## src/rtl/rmst_trans_arbiter.sv

```systemverilog
// rmst_trans_arbiter
//   Shares one external-memory read channel between three tile load
//   controllers (0 = input fmap, 1 = weights, 2 = output fmap). Each
//   requester can have one pending transaction. Pending requests are granted
//   round-robin, one at a time. The granted address and length go to the
//   memory read master, and its completion pulse is routed back to the owner.
//
// Ports
//   clk, rst                 clock, synchronous active-high reset
//   req_trans_start[2:0]     per-requester one-cycle start pulse
//   req_raddr{0,1,2}         byte address, sampled with start
//   req_iolen{0,1,2}         burst length in words, sampled with start
//   req_trans_done[2:0]      one-cycle completion pulse to the owner
//   mem_trans_start          one-cycle start pulse to the memory read master
//   mem_raddr, mem_iolen     granted transaction; held until done
//   mem_trans_done           completion pulse from the memory read master
//   grant_id                 current / last granted requester
//   busy                     arbiter is not idle
//   req_overflow[2:0]        sticky: start seen while already pending
module rmst_trans_arbiter #(
  parameter int AW = 12,
  parameter int DW = 32
) (
  input  logic          clk,
  input  logic          rst,
  input  logic [2:0]    req_trans_start,
  input  logic [DW-1:0] req_raddr0,
  input  logic [DW-1:0] req_raddr1,
  input  logic [DW-1:0] req_raddr2,
  input  logic [AW-1:0] req_iolen0,
  input  logic [AW-1:0] req_iolen1,
  input  logic [AW-1:0] req_iolen2,
  output logic [2:0]    req_trans_done,
  output logic          mem_trans_start,
  output logic [DW-1:0] mem_raddr,
  output logic [AW-1:0] mem_iolen,
  input  logic          mem_trans_done,
  output logic [1:0]    grant_id,
  output logic          busy,
  output logic [2:0]    req_overflow
);

  localparam int NREQ = 3;

  typedef enum logic [1:0] {
    ARB_IDLE,
    ARB_ISSUE,
    ARB_WAIT,
    ARB_DONE
  } arb_state_e;

  arb_state_e state_q;

  logic [NREQ-1:0]          pend_q, pend_d;
  logic [NREQ-1:0]          ovf_q, ovf_d;
  logic [NREQ-1:0]          cap, clr;
  logic [NREQ-1:0][DW-1:0]  req_addr, hold_addr_q;
  logic [NREQ-1:0][AW-1:0]  req_len, hold_len_q;
  logic [1:0]               last_q, grant_q, pick_idx;
  logic                     pick_vld, fin;
  logic                     start_q;
  logic [NREQ-1:0]          done_q;
  logic [DW-1:0]            raddr_q;
  logic [AW-1:0]            iolen_q;

  assign req_addr = {req_raddr2, req_raddr1, req_raddr0};
  assign req_len  = {req_iolen2, req_iolen1, req_iolen0};

  // Round-robin pick: scan last+3, last+2, last+1 so the closest pending
  // index after the last grant is the one left in pick_idx.
  always_comb begin
    pick_vld = 1'b0;
    pick_idx = 2'd0;
    for (int k = NREQ; k >= 1; k--) begin
      if (pend_q[(int'(last_q) + k) % NREQ]) begin
        pick_vld = 1'b1;
        pick_idx = 2'((int'(last_q) + k) % NREQ);
      end
    end
  end

  // A done accepted in WAIT frees the owner's slot. A start from that owner
  // in the same cycle is captured (set wins) and is not treated as overflow.
  assign fin = (state_q == ARB_WAIT) && mem_trans_done;

  always_comb begin
    clr = '0;
    cap = '0;
    for (int i = 0; i < NREQ; i++) begin
      clr[i] = fin && (grant_q == 2'(i));
      cap[i] = req_trans_start[i] && (!pend_q[i] || clr[i]);
    end
    pend_d = (pend_q & ~clr) | cap;
    ovf_d  = ovf_q | (req_trans_start & pend_q & ~clr);
  end

  // Pending flags, overflow flags and per-requester holding registers.
  always_ff @(posedge clk) begin
    if (rst) begin
      pend_q      <= '0;
      ovf_q       <= '0;
      hold_addr_q <= '0;
      hold_len_q  <= '0;
    end else begin
      pend_q <= pend_d;
      ovf_q  <= ovf_d;
      for (int i = 0; i < NREQ; i++) begin
        if (cap[i]) begin
          hold_addr_q[i] <= req_addr[i];
          hold_len_q[i]  <= req_len[i];
        end
      end
    end
  end

  // Grant FSM with registered outputs.
  always_ff @(posedge clk) begin
    if (rst) begin
      state_q <= ARB_IDLE;
      start_q <= 1'b0;
      done_q  <= '0;
      grant_q <= 2'd0;
      last_q  <= 2'd2;
      raddr_q <= '0;
      iolen_q <= '0;
    end else begin
      start_q <= 1'b0;
      done_q  <= '0;
      case (state_q)
        ARB_IDLE: begin
          if (pick_vld) begin
            grant_q <= pick_idx;
            raddr_q <= hold_addr_q[pick_idx];
            iolen_q <= hold_len_q[pick_idx];
            start_q <= 1'b1;
            state_q <= ARB_ISSUE;
          end
        end
        ARB_ISSUE: state_q <= ARB_WAIT;
        ARB_WAIT: begin
          if (mem_trans_done) begin
            last_q          <= grant_q;
            done_q[grant_q] <= 1'b1;
            state_q         <= ARB_DONE;
          end
        end
        ARB_DONE: state_q <= ARB_IDLE;
        default:  state_q <= ARB_IDLE;
      endcase
    end
  end

  assign mem_trans_start = start_q;
  assign mem_raddr       = raddr_q;
  assign mem_iolen       = iolen_q;
  assign req_trans_done  = done_q;
  assign grant_id        = grant_q;
  assign busy            = (state_q != ARB_IDLE);
  assign req_overflow    = ovf_q;

endmodule

```

## config.mk

```make
export PLATFORM = sky130hd
export DESIGN_NAME = rmst_trans_arbiter
export DESIGN_NICKNAME = d
export VERILOG_FILES = /design/src/rtl/rmst_trans_arbiter.sv
export SDC_FILE = /design/constraint.sdc
export NUM_CORES = 1
export LEC_CHECK = 0
export ABC_CLOCK_PERIOD_IN_PS = 3700
export BUFFER_PORTS_ARGS = -buffer_cell sky130_fd_sc_hd__buf_2
export CAP_MARGIN = 15
export CELL_PAD_IN_SITES_DETAIL_PLACEMENT = 0
export CELL_PAD_IN_SITES_GLOBAL_PLACEMENT = 1
export CORE_ASPECT_RATIO = 1.1
export CORE_MARGIN = 4
export CORE_UTILIZATION = 42
export CTS_CLUSTER_DIAMETER = 120
export CTS_CLUSTER_SIZE = 28
export DETAILED_ROUTE_END_ITERATION = 7
export PLACE_DENSITY_LB_ADDON = 0.1
export SYNTH_ARGS = -nofsm -noshare
export SYNTH_HDL_FRONTEND = slang
export SYNTH_SLANG_ARGS = --single-unit
```

## constraint.sdc

```tcl
create_clock -name clk -period 3.7 [get_ports clk]
set_input_delay 0.74 -clock clk [delete_from_list [all_inputs] [get_ports clk]]
set_output_delay 0.74 -clock clk [all_outputs]
set_load 0.02 [all_outputs]
```

==> results.toml, run 1 <==
[run_status]
outcome = "completed"

[sta]
rsz0062_at_grt = "no"
skew_ns = 0.0100
clock.fmax_ghz = 0.363
worst_pin_slew_ns = 0.632
setup_viol = 0
finalSetupTns_ns = 0
hold_viol = 0
slew_viol_final = 0
period_share_pct = 74.5
fin_crit_ns = 2.76
relSlewSlack_pct = 57.9

[synth]
syn_avg_cell_area_um2 = 8.36
synth_area_leaders = "dfxtp_1 47%, nand2_1 13%, o41ai_2 8.8%"
synth_area_leader_cell = "dfxtp_1"
ys_types = 41
synth_edf_count = 0
synthFlopType = "dfxtp_1"
ys_seq_area_share_pct = 47.1
synth.cell_area_um2 = 8150
netlist.area_leader.share_pct = 47.1
syn_nets = 1119
ys_ff_latch = 192
ys_async_sr_fraction_pct = 0
synth_warnings = 0
netlist_instances = 975

[clock_network]
cts-root-buf = "clkbuf_16"
cts_hold_buf = 0
path_clk_slew_ns = 0.07
htreeDepth = 4
worstSkewPairLatency_ns = 0.43
clock_path_buffers = 2
cts_resized = 0
post_cts_buffers = 0
tritoncts = "yes"
cts.sinks = 192
numCtsBuffers = 17

[critical_path]
cp_max_fo = 47
crit_path_end_kind = "flip-flop"
path_class = "reg -> reg"
required_ns = 4.07
cp_cell_sequence = "inv_1, ha_1, and2b_1, o21a_1, o41ai_4, buf_4, mux2_2, nor2_2"
arrival_ns = 3.13
slowest_delay_ns = 0.59
critPathSlowestCell = "buf_4"
critPathLaunchType = "flip-flop"

[layout]
syn_to_final_growth_pct = 20.4
num-fill-cells = 1932
layout_common_cells = "269 x nand2_1, 192 x dfxtp_1, 190 x buf_2"
nets = 1264
fin_util_pct = 51.4
antenna_cells = 0
stdcell_area_um2 = 9820
drive_above_1_share_pct = 26.0
final_cells = 1380
layout_commonest_cell = "nand2_1"

[placed_design]
dp_cells = 1347
gp_congestion = 0.724
placed_cell_area_um2 = 9210
place_hpwl_mm = 14.5
io_buffer_count = 191

[global_route]
grt_pass1_wl_mm = 37.2
track_usage_pct = 21.4
grt_pass1_vias = 6908
antenna_found_initial = 0
grt_max_degree = 135
grt_overflow_total = 0

[floorplan]
die_w_um = 141
die_area_um2 = 21700
fp-row-count = 53
core_area_um2 = 19100
pin_count = 192
die_h_um = 154
start_util_pct = 42.7

[detailed_routing]
vias_per_cell = 5.17
drt-wirelength-per-cell_um = 17.1
num_vias = 7128
drtIter0Drc = 408
ant_nets = 0
drc = 0
drt_first_pass_iters = 7
wl_mm = 23.6

[hold_path]
hold_path.class = "reg -> reg"

[pwr]
power_uw = 5880
cellPowerDensity_nw_per_um2 = 599
cellLeakagePower_uw = 0.00432
ir_drop_uv = 333

[job]
maxCapViolCount = 0
[synth_stat cells (3+ instances only)]
master and instances:
nor3b_1 44, buf_6 8, and2_1 4, clkbuf_1 47, nor2_1 100, buf_4 3
nand2b_1 3, mux2i_1 6, buf_2 21, dfxtp_1 192, nand3b_1 46, inv_1 12
o41ai_2 44, nand2_1 273, nor2b_1 3, a21oi_1 136, ha_1 6
[critical path, delay by kind of cell (launching register included)]
kind | cells | cell delay, ns
simple gates | 2 | 0.31
flops | 1 | 0.38
fa+ha+maj | 1 | 0.41
mux | 1 | 0.41
buf+inv | 2 | 0.67
compound gates | 2 | 0.53
[where the power goes]
group / leakage (µW) / total, µW / switching, µW / internal [µW]
registers: 0.00157 / 2450 / 143 / 2310
clock network: 0.000290 / 1860 / 863 / 993
logic: 0.00245 / 1570 / 1010 / 563
total: 0.00432 / 5880 / 2010 / 3860
[layout make-up]
cell class | count | area [µm²] | share of cell area [%]
timing repair buffer | 205 | 1130 | 11.5
multi-input combinational | 691 | 3900 | 39.7
inverter | 13 | 48.8 | 0.497
sequential | 192 | 3840 | 39.1
tap | 247 | 309 | 3.15
clock buffer | 19 | 453 | 4.61
clock inverter | 13 | 139 | 1.41
[state kept, by name (all words and copies together), names as in the netlist]
name,flops
req_overflow,3
hold_len_q,36
grant_id,2
state_q,2
hold_addr_q,96
mem_trans_start,1
last_q,2
req_trans_done,3
pend_q,3
mem_raddr,32
mem_iolen,12
[worst paths after layout]
kind         cells after the start            start  slack (ns)               to
max                              8        last_q[0]        0.94      grant_id[0]
min reg2reg                      2  hold_addr_q[64]        0.46  hold_addr_q[64]
max reg2reg                      8        last_q[0]        0.94      grant_id[0]
min                              2  hold_addr_q[64]        0.46  hold_addr_q[64]
[cells by family (layout without fill, tap and decap cells)]
kind of cell / after synthesis / in the layout / share of synthesized area [%]
AND/OR/NAND/NOR: 482 / 482 / 27.0
AO/OA/AOI/OAI: 196 / 196 / 18.7
flip-flops: 192 / 192 / 47.1
buffers and inverters: 92 / 250 / 5.43
multiplexers: 7 / 7 / 0.875
adder cells (fa/ha/maj): 6 / 6 / 0.921
[metrics by stage]
step	hold WS (ns)	setup slack, ns
after global routing	0.470	0.758
after CTS	0.456	0.920
after floorplan	0.431	1.47
final	0.455	0.944
after detailed placement	0.447	0.939
after global placement	0.442	0.985
[layer usage]
| metal | vias up | track usage, % | part of all wire [%] |
|---|---|---|---|
| met5 | - | 0 | 0 |
| met2 | 181 | 35.4 | 47 |
| met1 | 3359 | 28.8 | 46 |
| met4 | 0 | 4.75 | 1.0 |
| li1 | 3572 | - | - |
| met3 | 16 | 4.88 | 5.5 |
(Power assumes the default switching activity.)
==> run 2: changes to the inputs <==
Settings changed: ABC_CLOCK_PERIOD_IN_PS 3700 to 2900, CORE_UTILIZATION 42 to 39.
Clock period 3.7 ns to 2.9 ns, I/O delays scaled along.
==> run 2 against run 1 <==
Net effect:
- cell count up 0.87%
- register-to-register slack got worse by 0.66 ns
- die area rose by 7.3%
- flip-flop and latch count unchanged
- critical path depth stayed put
- non-clock buffer count rose by 5
- sequential power grew 28%
- fmax grew 5.4%
- worst hold slack worse by 0.078 ns
- clock skew is 0.0015 ns lower
- combinational power grew 31%
- clock power increased by 22%
- largest power group unchanged
- highest routed layer is now met5
==> results.toml, run 2 (same netlist as run 1, synthesis figures left out) <==
[critical_path]
critPathLaunchType = "flip-flop"
cp_max_fo = 31
arrival_ns = 2.98
path_class = "reg -> reg"
required_ns = 3.27
crit_path_end_kind = "flip-flop"

[detailed_routing]
drt-wirelength-per-cell_um = 17.4
ant_nets = 0
vias_per_cell = 5.10
num_vias = 7099
drt_first_pass_iters = 4
wl_mm = 24.3
drc = 0
drtIter0Drc = 358

[sta]
relSlewSlack_pct = 58.2
finalSetupTns_ns = 0
setup_viol = 0
rsz0062_at_grt = "no"
period_share_pct = 90.2
skew_ns = 0.00850
fin_crit_ns = 2.61
clock.fmax_ghz = 0.382
hold_viol = 0
slew_viol_final = 0
worst_pin_slew_ns = 0.625

[hold_path]
hold_path.class = "in -> reg"

[floorplan]
start_util_pct = 39.6
pin_count = 192
die_w_um = 146
die_area_um2 = 23300
core_area_um2 = 20600
fp-row-count = 55
die_h_um = 160

[run_status]
outcome = "completed"

[layout]
layout_common_cells = "269 x nand2_1, 192 x dfxtp_1, 190 x buf_2"
syn_to_final_growth_pct = 21.1
regMostFlops = "hold_addr_q"
seq_area_um2 = 3840
nets = 1269
largest_register_ffs = 96
multiInputGateArea_um2 = 3900
final_cells = 1392
drive_above_1_share_pct = 26.2
num-fill-cells = 2141
layout_commonest_cell = "nand2_1"
antenna_cells = 0

[pwr]
cellLeakagePower_uw = 0.00433
pwr-share-seq_pct = 42.1
ir_drop_uv = 410
cellPowerDensity_nw_per_um2 = 756
p_clk_share_pct = 30.4
p_comb_share_pct = 27.5
p_sw_uw = 2560
intPower_uw = 4900
switching_share_pct = 34.3

[global_route]
track_usage_pct = 20.7
grt_pass1_vias = 7049
grt_max_degree = 133
grt_pass1_wl_mm = 38.7
antenna_found_initial = 1
grt_overflow_total = 0

[placed_design]
gp_congestion = 0.771
io_buffer_count = 191
dp_cells = 1362
place_hpwl_mm = 15.4

[clock_network]
tritoncts = "yes"
cts-root-buf = "clkbuf_16"
cts_hold_buf = 0
cts.sinks = 192
post_cts_buffers = 0
cts_resized = 0
numCtsBuffers = 17
htreeDepth = 4
worstSkewPairLatency_ns = 0.43
path_clk_slew_ns = 0.07
clock_path_buffers = 2

[job]
maxCapViolCount = 0
==> run 2: critical path: stages, from the launching register on <==
cell     delay, ns
dfxtp_1       0.38
inv_1         0.08
ha_1          0.40
and2b_1       0.24
o21a_1        0.23
o41ai_4       0.33
buf_4         0.45
mux2_2        0.39
nor2_2        0.07
==> run 2: layer usage <==
| layer | vias to the layer above | track usage [%] | share of wire (%) |
|---|---|---|---|
| li1 | 3577 | - | - |
| met1 | 3327 | 27.0 | 46 |
| met2 | 165 | 34.8 | 48 |
| met3 | 28 | 4.26 | 4.6 |
| met4 | 2 | 5.83 | 1.6 |
| met5 | - | 0 | 0.082 |
==> run 2: area by class of cell <==
type                    instances  area share [%]
well taps                     256            3.25
multi-input cells             691            39.5
clock buffers                  17            4.31
inverters                      13           0.494
clock inverters                13            1.32
repair buffers                210            12.2
flip-flops and latches        192            38.9
==> run 2: power by group through the flow <==
stage | logic [µW] | clock network [µW] | registers (µW)
floorplan | 1210 | 0 | 3360
global placement | 2070 | 0 | 3200
detailed placement | 2070 | 0 | 3200
CTS | 2080 | 2320 | 3140
global route | 2240 | 2430 | 3180
finish | 2050 | 2270 | 3140
==> run 2: final timing paths <==
| check | start | endpoint | slack, ns | cells after the start |
|---|---|---|---|---|
| max reg2reg | last_q[0] | grant_id[0] | 0.29 | 8 |
| max | last_q[0] | grant_id[0] | 0.29 | 8 |
| min | req_raddr0[5] | hold_addr_q[5] | 0.38 | 3 |
| min reg2reg | hold_addr_q[63] | hold_addr_q[63] | 0.45 | 2 |
==> run 2: stage by stage <==
stage	area, µm²	setup WS (ns)	util, %	total power, µW	hold WS, ns
after detailed placement	9320	0.284	45.3	5270	0.444
after global placement	9320	0.326	45.3	5270	0.438
after global routing	9870	0.140	48.0	7840	0.366
after floorplan	8150	0.673	-	4570	0.431
final	9870	0.285	48.0	7460	0.378
after CTS	9870	0.273	48.0	7540	0.360
